<file path="src/rtl/gsplat_pkg.sv">
// gsplat_pkg: constants shared by the DDRAM arbiter, the splat fetch engine
// and the tile framebuffer writeback engine.
//   DDR_ADDR_W / DDR_DATA_W / DDR_BE_W : DDRAM Avalon-MM port geometry
//   BURST_MAX                          : largest legal burst in 64-bit beats
//   ST_*                               : arbiter state encodings
package gsplat_pkg;

    localparam int DDR_ADDR_W = 29;
    localparam int DDR_DATA_W = 64;
    localparam int DDR_BE_W   = 8;
    localparam int BURST_MAX  = 128;

    localparam logic [1:0] ST_IDLE     = 2'd0;
    localparam logic [1:0] ST_RD_CMD   = 2'd1;
    localparam logic [1:0] ST_RD_DATA  = 2'd2;
    localparam logic [1:0] ST_WR_BURST = 2'd3;

endpackage

</file>
<file path="src/rtl/gsplat_ddr_arbiter_if.sv">
// gsplat_ddr_arbiter_if: the single DDRAM Avalon-MM port.
//   master modport : arbiter side (drives command/write data, sees waitrequest
//                    and returned read data)
//   slave modport  : memory side
interface gsplat_ddr_arbiter_if;

    logic                              ddram_busy;
    logic [7:0]                        ddram_burstcnt;
    logic [gsplat_pkg::DDR_ADDR_W-1:0] ddram_addr;
    logic                              ddram_rd;
    logic                              ddram_we;
    logic [gsplat_pkg::DDR_DATA_W-1:0] ddram_din;
    logic [gsplat_pkg::DDR_BE_W-1:0]   ddram_be;
    logic [gsplat_pkg::DDR_DATA_W-1:0] ddram_dout;
    logic                              ddram_dout_ready;

    modport master (
        input  ddram_busy, ddram_dout, ddram_dout_ready,
        output ddram_burstcnt, ddram_addr, ddram_rd, ddram_we, ddram_din, ddram_be
    );

    modport slave (
        output ddram_busy, ddram_dout, ddram_dout_ready,
        input  ddram_burstcnt, ddram_addr, ddram_rd, ddram_we, ddram_din, ddram_be
    );

endinterface

</file>
<file path="src/rtl/gsplat_ddr_arbiter.sv">
// gsplat_ddr_arbiter: burst-level round-robin arbiter between the splat fetch
// engine (reads) and the tile writeback engine (writes) on one DDRAM port.
//   clk, reset_n        : system clock, synchronous active-low reset
//   rd_req/addr/len     : read burst request; rd_gnt pulses on command accept
//   rd_data/valid/done  : registered read beats, rd_done on the last one
//   wr_req/addr/len     : write burst request (burst fully buffered)
//   wr_data/be          : current write beat; wr_ack consumes it
//   wr_done             : pulses with the last wr_ack
//   ddram               : DDRAM Avalon-MM master port
//   busy                : arbiter not idle
//   err_stray           : sticky, read beat seen with no read outstanding
module gsplat_ddr_arbiter
    import gsplat_pkg::*;
#(
    parameter int BURST_MAX = gsplat_pkg::BURST_MAX
) (
    input  logic                  clk,
    input  logic                  reset_n,

    input  logic                  rd_req,
    input  logic [DDR_ADDR_W-1:0] rd_addr,
    input  logic [7:0]            rd_len,
    output logic                  rd_gnt,
    output logic [DDR_DATA_W-1:0] rd_data,
    output logic                  rd_valid,
    output logic                  rd_done,

    input  logic                  wr_req,
    input  logic [DDR_ADDR_W-1:0] wr_addr,
    input  logic [7:0]            wr_len,
    input  logic [DDR_DATA_W-1:0] wr_data,
    input  logic [DDR_BE_W-1:0]   wr_be,
    output logic                  wr_ack,
    output logic                  wr_done,

    gsplat_ddr_arbiter_if.master  ddram,

    output logic                  busy,
    output logic                  err_stray
);

    logic [1:0] state;
    logic       last_wr;
    logic [7:0] beat_cnt;
    logic       pick_rd;
    logic       pick_wr;

    // 0 becomes 1, anything above BURST_MAX is clamped
    function automatic logic [7:0] norm_len(input logic [7:0] len);
        if (len == 8'd0)
            return 8'd1;
        else if ({24'd0, len} > 32'(BURST_MAX))
            return 8'(BURST_MAX);
        else
            return len;
    endfunction

    // On a tie the requester not served last wins
    always_comb begin
        pick_rd = rd_req && (!wr_req || last_wr);
        pick_wr = wr_req && !pick_rd;
    end

    always_comb begin
        busy           = (state != ST_IDLE);
        ddram.ddram_rd = (state == ST_RD_CMD);
        ddram.ddram_we = (state == ST_WR_BURST);
        ddram.ddram_din = ddram.ddram_we ? wr_data : '0;
        ddram.ddram_be  = ddram.ddram_we ? wr_be   : '0;
        rd_gnt  = ddram.ddram_rd && !ddram.ddram_busy;
        wr_ack  = ddram.ddram_we && !ddram.ddram_busy;
        wr_done = wr_ack && (beat_cnt == 8'd1);
    end

    always_ff @(posedge clk) begin
        if (!reset_n) begin
            state                <= ST_IDLE;
            last_wr              <= 1'b1;
            beat_cnt             <= '0;
            rd_data              <= '0;
            rd_valid             <= 1'b0;
            rd_done              <= 1'b0;
            err_stray            <= 1'b0;
            ddram.ddram_addr     <= '0;
            ddram.ddram_burstcnt <= '0;
        end else begin
            rd_valid <= 1'b0;
            rd_done  <= 1'b0;

            // beats outside RD_DATA are dropped, only flagged
            if (ddram.ddram_dout_ready && state != ST_RD_DATA)
                err_stray <= 1'b1;

            case (state)
                ST_IDLE: begin
                    if (pick_rd) begin
                        ddram.ddram_addr     <= rd_addr;
                        ddram.ddram_burstcnt <= norm_len(rd_len);
                        state                <= ST_RD_CMD;
                    end else if (pick_wr) begin
                        ddram.ddram_addr     <= wr_addr;
                        ddram.ddram_burstcnt <= norm_len(wr_len);
                        beat_cnt             <= norm_len(wr_len);
                        state                <= ST_WR_BURST;
                    end
                end
                ST_RD_CMD: begin
                    if (!ddram.ddram_busy) begin
                        beat_cnt <= ddram.ddram_burstcnt;
                        state    <= ST_RD_DATA;
                    end
                end
                ST_RD_DATA: begin
                    if (ddram.ddram_dout_ready) begin
                        rd_data  <= ddram.ddram_dout;
                        rd_valid <= 1'b1;
                        beat_cnt <= beat_cnt - 8'd1;
                        if (beat_cnt == 8'd1) begin
                            rd_done <= 1'b1;
                            last_wr <= 1'b0;
                            state   <= ST_IDLE;
                        end
                    end
                end
                ST_WR_BURST: begin
                    if (!ddram.ddram_busy) begin
                        beat_cnt <= beat_cnt - 8'd1;
                        if (beat_cnt == 8'd1) begin
                            last_wr <= 1'b1;
                            state   <= ST_IDLE;
                        end
                    end
                end
                default: state <= ST_IDLE;
            endcase
        end
    end

endmodule

</file>
<file path="src/flat_wrapper.sv">
// flat-port wrapper written by rule: the top's interface ports become plain ports
module gsplat_ddr_arbiter_flat import gsplat_pkg::*;
#(
    parameter int BURST_MAX = gsplat_pkg::BURST_MAX
)
  (clk, reset_n, rd_req, rd_addr, rd_len, rd_gnt, rd_data, rd_valid, rd_done, wr_req, wr_addr, wr_len, wr_data, wr_be, wr_ack, wr_done, busy, err_stray, ddram_ddram_busy, ddram_ddram_dout, ddram_ddram_dout_ready, ddram_ddram_burstcnt, ddram_ddram_addr, ddram_ddram_rd, ddram_ddram_we, ddram_ddram_din, ddram_ddram_be);
  gsplat_ddr_arbiter_if ddram_i ();
  input  logic clk;
  input  logic reset_n;
  input  logic rd_req;
  input  logic [DDR_ADDR_W-1:0] rd_addr;
  input  logic [7:0] rd_len;
  output logic rd_gnt;
  output logic [DDR_DATA_W-1:0] rd_data;
  output logic rd_valid;
  output logic rd_done;
  input  logic wr_req;
  input  logic [DDR_ADDR_W-1:0] wr_addr;
  input  logic [7:0] wr_len;
  input  logic [DDR_DATA_W-1:0] wr_data;
  input  logic [DDR_BE_W-1:0] wr_be;
  output logic wr_ack;
  output logic wr_done;
  output logic busy;
  output logic err_stray;
  input wire logic [$bits(ddram_i.ddram_busy)-1:0] ddram_ddram_busy;
  input wire logic [$bits(ddram_i.ddram_dout)-1:0] ddram_ddram_dout;
  input wire logic [$bits(ddram_i.ddram_dout_ready)-1:0] ddram_ddram_dout_ready;
  output wire logic [$bits(ddram_i.ddram_burstcnt)-1:0] ddram_ddram_burstcnt;
  output wire logic [$bits(ddram_i.ddram_addr)-1:0] ddram_ddram_addr;
  output wire logic [$bits(ddram_i.ddram_rd)-1:0] ddram_ddram_rd;
  output wire logic [$bits(ddram_i.ddram_we)-1:0] ddram_ddram_we;
  output wire logic [$bits(ddram_i.ddram_din)-1:0] ddram_ddram_din;
  output wire logic [$bits(ddram_i.ddram_be)-1:0] ddram_ddram_be;
  assign ddram_i.ddram_busy = ddram_ddram_busy;
  assign ddram_i.ddram_dout = ddram_ddram_dout;
  assign ddram_i.ddram_dout_ready = ddram_ddram_dout_ready;
  assign ddram_ddram_burstcnt = ddram_i.ddram_burstcnt;
  assign ddram_ddram_addr = ddram_i.ddram_addr;
  assign ddram_ddram_rd = ddram_i.ddram_rd;
  assign ddram_ddram_we = ddram_i.ddram_we;
  assign ddram_ddram_din = ddram_i.ddram_din;
  assign ddram_ddram_be = ddram_i.ddram_be;
  gsplat_ddr_arbiter #(.BURST_MAX(BURST_MAX)) u_core (.clk(clk), .reset_n(reset_n), .rd_req(rd_req), .rd_addr(rd_addr), .rd_len(rd_len), .rd_gnt(rd_gnt), .rd_data(rd_data), .rd_valid(rd_valid), .rd_done(rd_done), .wr_req(wr_req), .wr_addr(wr_addr), .wr_len(wr_len), .wr_data(wr_data), .wr_be(wr_be), .wr_ack(wr_ack), .wr_done(wr_done), .ddram(ddram_i), .busy(busy), .err_stray(err_stray));
endmodule
</file>
<file path="config.mk">
export PLATFORM = sky130hd
export DESIGN_NAME = gsplat_ddr_arbiter_flat
export DESIGN_NICKNAME = d
export VERILOG_FILES = /design/src/rtl/gsplat_pkg.sv /design/src/rtl/gsplat_ddr_arbiter_if.sv /design/src/rtl/gsplat_ddr_arbiter.sv /design/src/flat_wrapper.sv
export SDC_FILE = /design/constraint.sdc
export NUM_CORES = 1
export LEC_CHECK = 0
export ABC_AREA = 0
export BUFFER_PORTS_ARGS = -buffer_cell sky130_fd_sc_hd__buf_4
export CORE_AREA = 4 4 152 154
export CTS_BUF_LIST = sky130_fd_sc_hd__clkbuf_8
export DETAILED_ROUTE_END_ITERATION = 6
export DIE_AREA = 0 0 156 158
export HOLD_SLACK_MARGIN = 0.03
export SYNTH_ARGS = -nofsm -noshare
export SYNTH_HDL_FRONTEND = slang
export SYNTH_SLANG_ARGS = --single-unit
</file>
<file path="constraint.sdc">
create_clock -name clk -period 1.8 [get_ports clk]
set_input_delay 0.18 -clock clk [delete_from_list [all_inputs] [get_ports clk]]
set_output_delay 0.18 -clock clk [all_outputs]
set_load 0.1 [all_outputs]
</file>
### Word-level counts from Yosys, hierarchy flattened

Cells that the tools add are included.

| storage, ports and cells | value |
|---|---|
| register bits after elaboration | 115 |
| input bits | 216 |
| output and inout port bits | 182 |
| logic and storage cells | 77 |

| operators by class | value |
|---|---|
| add/sub/neg operators | 1 |
| $lt $le $gt $ge | 2 |
| equality and inequality tests | 13 |
| mux-type cells | 29 |
| reductions and logical operators | 23 |

Operator list:

| operator | count |
|---|---|
| 2-to-1 mux 8 bit | 11 |
| 2-to-1 mux 64 bit | 1 |
| 2-to-1 mux 29 bit | 2 |
| one-hot mux 8 bit (4 select lines) | 1 |
| greater-than comparator 8 bit, second input constant | 2 |
| logical NOT 8 bit | 2 |
| 2-to-1 mux 2 bit | 6 |
| inequality test 2 bit, second input constant | 5 |
| AND reduction 5 bit | 2 |
| == test 8 x 1 -> 1 bit, second input constant | 1 |
| one-hot mux 2 bit (4 select lines) | 1 |
| subtractor 8 x 1 -> 8 bit, second input constant | 1 |
| logical AND 1 bit | 6 |
| 2-to-1 mux 1 bit | 6 |
| inequality test 2 x 1 -> 1 bit, second input constant | 3 |
| AND reduction 2 bit | 3 |
| nonzero test 2 bit | 3 |
| == test 2 bit, second input constant | 2 |
| AND reduction 4 bit | 1 |
| logical NOT 1 bit | 3 |
| inequality test 3 x 1 -> 1 bit, second input constant | 1 |
| AND reduction 3 bit | 1 |
| == test 2 x 1 -> 1 bit, second input constant | 1 |
| logical NOT 2 bit | 1 |
| 2 further kinds | 2 |

### Logic depth before layout (Yosys ltp)

Gate-level depths: netlist (run 1).

| logic depth | value |
|---|---|
| word-level depth | 8 |
| mapped depth | 8 |
| mapped depth without buffers | 6 |

### Worst setup path before layout (run 1)

OpenSTA, ideal clock, no wires.

| timing path | value |
|---|---|
| kind | reg-to-reg |
| from | register u_core.state[0] |
| to | register u_core.last_wr |
| setup time | 69 ps |
| arrival | 3212 ps |
| data required time | 1731 ps |
| path slack | -1481 ps |
| cell stages (with the launch flop) | 6 |
| buffers on the path | 2 |
| period minus slack after synthesis | 3281 ps |
| path through | dfxtp_1 -> buf_2 -> buf_1 -> nand2_1 -> nor3_1 -> a211o_1 |

| between the ends | value |
|---|---|
| word-level cells in the longest chain between the ends | 3 |
| elaborated cells between the ends (all ways) | 9 |
| those cells by class | 6 x eq/ne; 1 x mux; 2 x reduce/logical |

Ends and longest elaborated chain:

| item | RTL line | RTL |
|---|---|---|
| start: declaration | gsplat_ddr_arbiter.sv:42 | `logic [1:0] state;` |
| start signal: assignment | gsplat_ddr_arbiter.sv:77 | `state <= ST_IDLE;` |
| start signal: assignment | gsplat_ddr_arbiter.sv:99 | `state <= ST_RD_CMD;` |
| start signal: assignment | gsplat_ddr_arbiter.sv:104 | `state <= ST_WR_BURST;` |
| == test 2 bit | gsplat_ddr_arbiter.sv:94 | `case (state)` |
| inequality test 2 x 1 -> 1 bit (no line) (tied with other cells) | - |  |
| AND reduction 5 bit (no line) | - |  |
| end signal: assignment | gsplat_ddr_arbiter.sv:78 | `last_wr <= 1'b1;` |
| end signal: assignment | gsplat_ddr_arbiter.sv:120 | `last_wr <= 1'b0;` |
| end signal: assignment | gsplat_ddr_arbiter.sv:129 | `last_wr <= 1'b1;` |
| end: declaration | gsplat_ddr_arbiter.sv:43 | `logic last_wr;` |

Parallel ways exist; a longest one is shown, timed or not.
A chain may end at the register's enable or synchronous reset.

### Worst setup path in the final report (run 1)

| timing path | value |
|---|---|
| from | register u_core.beat_cnt[4] |
| to | output port wr_done |

| between the ends | value |
|---|---|
| word-level cells in the longest chain between the ends | 2 |

Ends and longest elaborated chain:

| item | RTL line | RTL |
|---|---|---|
| start: declaration | gsplat_ddr_arbiter.sv:44 | `logic [7:0] beat_cnt;` |
| start signal: assignment | gsplat_ddr_arbiter.sv:103 | `beat_cnt <= norm_len(wr_len);` |
| start signal: assignment | gsplat_ddr_arbiter.sv:109 | `beat_cnt <= ddram.ddram_burstcnt;` |
| start signal: assignment | gsplat_ddr_arbiter.sv:117 | `beat_cnt <= beat_cnt - 8'd1;` |
| == test 8 x 1 -> 1 bit | gsplat_ddr_arbiter.sv:72 | `wr_done = wr_ack && (beat_cnt == 8'd1);` |
| logical AND 1 bit | gsplat_ddr_arbiter.sv:72 |  |
| end: declaration | flat_wrapper.sv:23 | `output logic wr_done;` |

Every way passes these cells.

==> metrics, run 1 <==
status complete, but fails checks; violated checks setup timing; die footprint 0.0246 mm2; DP Wirelength 16,500 um; met2 routed WL 12,500 um; Final setup viols 1; critical-path maximum fanout 4; crit-path cells nor4_4, nand3_2, nor3_4, buf_12; LEAKAGE 4.89 nW; Worst-path clk slew 0.07 ns; Gate power share 44.3%; input/output buffers 397; CP peak stage delay 0.35 ns; Worst Path Buf+Inv 1; post-synth cell types 47; flops & latches, synth 115; final hold vios 0; startpoint types register; die width 156 um; row count 54; Final Max Tran Viols 0; first-pass GRT wire length 33,900 um; # IOs 398; core area 0.0217 mm2; Clk pwr share 26.0%; Cell Int Power 5.64 mW; routed vias/inst 4.57; WP data required 1.62 ns; Pre-antenna DRT Iters 4; PD cells 930 mW/mm2; WL met1 9060 um; clock buffer depth 2; GP Congestion 0.836; Detail Route Antenna Nets 0; syn avg cell area 7.95 um2; most common cell after layout, fill and taps aside buf_4; Rel. slew slack 62.5%; starting density of the core 24.4%; clock sink count 115; layout cells sized above 1 49.7%; critical path's slowest cell dfxtp_2; CTS H-tree lvls 4; initial drt markers 246; IR drop worst, VDD 0.000439 V; clk_skew 0.0114 ns; vias 6,487; Routed met3 length 1710 um; total routed wirelength 23,800 um; clk_lat worst skew 0.43 ns; most frequent cells in the layout buf_4 (348), nand2_1 (144), dfxtp_1 (111); Tot GR Track Use 17.2%; RSZ-0062 raised after global routing yes; Area Overhead vs Synth 99.9%; drt drc 0; Total Nets Final 1,344; number of global-route vias before repair 6,252; yosys synthesis warning count 0; Hold Path Class primary input to register; Final Cycle Share 101%; fill cell count 2,054; synthesized instance count 667; cell area after synthesis 0.00530 mm2; Area after DPL 0.00882 mm2; wire length per cell 16.8 um; Num CTS Buffers 17; pin count of the biggest net entering global routing 65; Antenna Cells 0; total gr overflow 0; uppermost layer routed met4; root buf cell clkbuf_8; critical path endpoint category output port; fin worst setup slack -0.0149 ns; syn nets 885; Hold Slack 0.0638 ns; CP top delay family simple AND/OR/NAND/NOR gates; die height 158 um; initial antenna violation count 0; Design Area, Final 0.0106 mm2; Worst EP arrival 1.63 ns; CTS tree yes; worst-margin pin slew 0.558 ns; sequential fraction of the synthesis area 43.4%; Net Sw Power 4.21 mW; fmax 551 MHz; Sw Share 42.7%; Setup CP Type register to output port; max-cap violation count 0; Flop pwr share 29.7%; min cycle time layout 1.81 ns; Core Util, Final 48.9%
[worst paths after layout]
check	from	to	slack (ns)	cells after the start
worst max-delay path	u_core.beat_cnt[4]$_SDFFE_PN0P_	wr_done	-0.01	4
worst min-delay path	wr_len[2]	u_core.ddram.ddram_burstcnt[2]$_SDFFE_PN0P_	0.06	3
worst max register to register	u_core.state[1]$_SDFFE_PN0P_	u_core.ddram.ddram_addr[16]$_SDFFE_PN0P_	0	8
worst min register to register	u_core.rd_data[10]$_SDFFE_PN0P_	u_core.rd_data[10]$_SDFFE_PN0P_	0.46	2
[cells by family after synthesis]
logic type / after synthesis / synth area share, %
multiplexers: 32 / 6.04
AND/OR/NAND/NOR: 310 / 28.4
buffers and inverters: 71 / 5.55
flip-flops: 115 / 43.4
adder cells (fa/ha/maj): 2 / 0.472
AO/OA/AOI/OAI: 137 / 16.1
[worst min-delay path: cells and delay by family]
family / cells / cell delay, ns
AO/OA/AOI/OAI: 1 / 0.08
buffers and inverters: 1 / 0.12
AND/OR/NAND/NOR: 1 / 0.07
[per-stage QoR]
step | setup TNS (ns) | std cells | power [mW] | setup WS (ns)
floorplan | -2.36 | 667 | 5.80 | -0.0819
global placement | 0 | 1304 | 6.86 | 0.115
detailed placement | 0 | 1304 | 6.88 | 0.116
CTS | -0.0465 | 1409 | 9.76 | -0.0465
global route | -1.95 | 1418 | 10.3 | -0.121
finish | -0.0149 | 1418 | 9.85 | -0.0149
[flip-flops by register name (all words and copies together), names as in the netlist]
signal and flops:
u_core.err_stray 1, u_core.beat_cnt 8, u_core.last_wr 1, u_core.rd_done 1, u_core.ddram.ddram_burstcnt 8, u_core.rd_valid 1, u_core.state 2, u_core.rd_data 64
u_core.ddram.ddram_addr 29
[layout make-up]
cell class | instances | area (um2) | area share (%)
timing repair buffer | 502 | 4570 | 43.1
sequential | 115 | 2310 | 21.8
tap | 280 | 350 | 3.31
clock inverter | 12 | 156 | 1.48
clock buffer | 19 | 262 | 2.47
inverter | 9 | 38.8 | 0.366
multi-input combinational | 481 | 2910 | 27.4
[routing by layer]
layer,vias to the layer above,GRT usage (%)
met4,0,5.67
met3,35,4.59
met5,-,0
li1,3232,-
met1,2976,18.8
met2,244,32.1
[synthesized netlist by cell type, drive strengths merged]
cell type  count  area, um2
nor2          49        186
nand3          5       30.0
nand4b         7       61.3
nand2b         2       12.5
a31oi          2       12.5
nor3b          2       15.0
o22ai          2       12.5
nand3b         7       52.6
o31ai          1       7.51
or3            1       6.26
o31a           2       18.8
a221oi         1       8.76
clkbuf        39        146
a31o           1       8.76
o311a          1       11.3
a311oi         6       52.6
mux2i         32        320
and3          72        450
nand4          1       6.26
o2bb2ai        1       8.76
buf           23        114
nor4           4       40.0
or3b           3       26.3
a21oi         78        390
nor2b          5       31.3
ha             2       25.0
inv            9       33.8
a21boi         2       15.0
o211ai         1       7.51
dfxtp        115       2300
o21ai          2       10.0
nand2        145        552
o221ai         1       8.76
a211o          2       17.5
or2            1       6.26
o221a          1       11.3
a211oi        32        240
o22a           1       10.0
nor3           6       30.0
[power groups by stage]
stage	sequential (mW)	combinational [mW]	clock, mW
final	2.93	4.36	2.56
after floorplan	4.30	1.49	0
after CTS	2.93	4.20	2.63
after detailed placement	2.99	3.89	0
after global placement	2.98	3.89	0
after global routing	2.96	4.56	2.75
[repair_timing]
| item | 4_1_cts | 5_1_grt |
|---|---|---|
| setup buffers | 8 | 6 |
| gates resized for setup | 78 | 41 |
| endpoints found under the hold margin | 64 | 0 |
| endpoints found under the setup margin | 75 | 64 |
| hold buffers | 64 | 0 |
| gates cloned | 3 | 3 |
| pin swaps | 1 | 6 |
(Power assumes the default switching activity.)
==> run 2, diff against run 1 <==
Settings changed: CORE_AREA 4 4 152 154 to 2 2 154 156.
==> run 2 against run 1 <==
Effect of this change:
- the run still ends with setup timing left
- clock-buffer cell count is 1 higher
- utilization is 3.8 points lower
- first-iteration DRC count is 14% higher
- setup slack worse by 0.017 ns
- global-route usage is 0.43 points lower
- critical path type unchanged
- largest power group unchanged
- highest routed layer unchanged
==> metrics, run 2 (same netlist as run 1, synthesis figures left out) <==
status complete, but fails checks; violated checks setup timing; drt drc 0; Total Nets Final 1,339; most common cell after layout, fill and taps aside buf_4; number of global-route vias before repair 6,230; die height 158 um; # IOs 398; Net Sw Power 4.18 mW; top flop regs u_core.rd_data x64, u_core.ddram.ddram_addr x29; vias 6,501; reg2reg start u_core.beat_cnt[3]$_SDFFE_PN0P_; Worst EP arrival 1.65 ns; Min-Delay Startpoint rd_len[4]; fin cells 1,423; Clk pwr share 25.4%; Sw Share 43.3%; critical path endpoint category output port; R2R cell count 5; input/output buffers 397; RSZ-0062 raised after global routing yes; die footprint 0.0246 mm2; GP Congestion 0.822; Worst-path clk slew 0.07 ns; Hold Path Class primary input to register; initial antenna violation count 0; Setup CP Type register to output port; Final Cycle Share 102%; clock sink count 115; core area 0.0231 mm2; DP Wirelength 16,000 um; fin worst setup slack -0.0315 ns; Pre-antenna DRT Iters 6; most frequent cells in the layout buf_4 (354), nand2_1 (143), dfxtp_1 (111); Num CTS Buffers 17; Flop pwr share 30.4%; final hold vios 0; Reg2Reg Setup Slack 0.06 ns; clk_skew 0.00905 ns; min cycle time layout 1.83 ns; die width 156 um; CTS tree yes; first-pass GRT wire length 32,600 um; LEAKAGE 4.81 nW; row count 56; PD cells 929 mW/mm2; clock buffer depth 2; pin count of the biggest net entering global routing 58; Final setup viols 1; layout cells sized above 1 49.4%; Rel. slew slack 63.0%; Largest register FFs 64; Inst Count DP 1,313; largest reg by FF count u_core.rd_data; worst r2r dst u_core.last_wr$_SDFFE_PN1P_; initial drt markers 280; fill cell count 2,233; IR drop worst, VDD 0.000402 V; fmax 546 MHz; Cell Int Power 5.48 mW; total routed wirelength 22,500 um; CTS H-tree lvls 4; pre-CTS setup slack 0.132 ns; Area Overhead vs Synth 96.0%; wire length per cell 15.8 um; clk_lat worst skew 0.43 ns; hold endpoint u_core.ddram.ddram_burstcnt[4]$_SDFFE_PN0P_; Tot GR Track Use 16.8%; Hold Path Cell Cnt 3; critical-path maximum fanout 2; Gate power share 44.2%; starting density of the core 23.0%; worst-margin pin slew 0.550 ns; root buf cell clkbuf_8; max-cap violation count 0; Final Max Tran Viols 0; Detail Route Antenna Nets 0; total gr overflow 0; Antenna Cells 0; routed vias/inst 4.57; WP data required 1.62 ns; startpoint types register
-- run 2: worst max-delay path by stage --
stage                                                from                               to  slack (ns)  depth (start not counted)
after global routing      u_core.beat_cnt[6]$_SDFFE_PN0P_                          wr_done       -0.12                          4
after detailed placement     u_core.state[1]$_SDFFE_PN0P_                          wr_done        0.13                          4
after global placement       u_core.state[1]$_SDFFE_PN0P_                          wr_done        0.16                          4
final                     u_core.beat_cnt[3]$_SDFFE_PN0P_                          wr_done       -0.03                          4
after CTS                 u_core.beat_cnt[3]$_SDFFE_PN0P_                          wr_done       -0.11                          4
after floorplan              u_core.state[0]$_SDFFE_PN0P_  u_core.beat_cnt[0]$_SDFFE_PN0P_       -0.08                          7
-- run 2: cell type report --
| type | instances | area [um2] | area share, % |
|---|---|---|---|
| flip-flops and latches | 115 | 2310 | 22.3 |
| inverters | 9 | 38.8 | 0.373 |
| repair buffers | 497 | 4380 | 42.2 |
| multi-input cells | 481 | 2890 | 27.8 |
| clock inverters | 11 | 128 | 1.23 |
| well taps | 290 | 363 | 3.49 |
| clock buffers | 20 | 275 | 2.65 |
-- run 2: per-stage QoR --
| stage | TNS, ns | hold slack (ns) | power, mW | instance area (um2) | util (%) |
|---|---|---|---|---|---|
| after floorplan | -2.36 | 0.316 | 5.80 | 5520 | - |
| after global placement | 0 | 0.425 | 6.87 | 8830 | 38.3 |
| after detailed placement | 0 | 0.437 | 6.89 | 8830 | 38.3 |
| after CTS | -0.114 | 0.0305 | 9.61 | 10200 | 44.4 |
| after global routing | -0.117 | 0.0483 | 10.1 | 10400 | 45.1 |
| final | -0.0315 | 0.0732 | 9.65 | 10400 | 45.1 |
-- run 2: timing repair --
action / in CTS / in global routing
hold buffers: 64 / 0
endpoints found under the setup margin: 76 / 55
gates cloned: 1 / 2
resized for setup: 78 / 12
endpoints found under the hold margin: 64 / 0
pin swaps: 3 / 4
setup buffers: 4 / 8
-- run 2: power groups by stage --
stage | Combinational, mW | Clock, mW | Sequential (mW)
final | 4.27 | 2.46 | 2.93
after global routing | 4.47 | 2.64 | 2.96
after CTS | 4.14 | 2.53 | 2.93
after detailed placement | 3.90 | 0 | 2.98
after global placement | 3.89 | 0 | 2.98
after floorplan | 1.49 | 0 | 4.30
-- run 2: routing by layer --
metal / part of all wire [%] / global-route usage, % / wire length [um] / up-vias
met5: 0 / 0 / 0 / -
met1: 39 / 18.6 / 8790 / 3000
met4: 2.3 / 6.16 / 512 / 0
met2: 52 / 30.9 / 11700 / 241
met3: 6.4 / 4.41 / 1450 / 31
li1: - / - / - / 3229
-- run 2: worst max-delay path, cell delays in order, from the launching register on --
cell and delay, ns:
dfxtp_2 0.34, nor4_4 0.31, nand3_2 0.16, nor3_4 0.21, buf_12 0.21
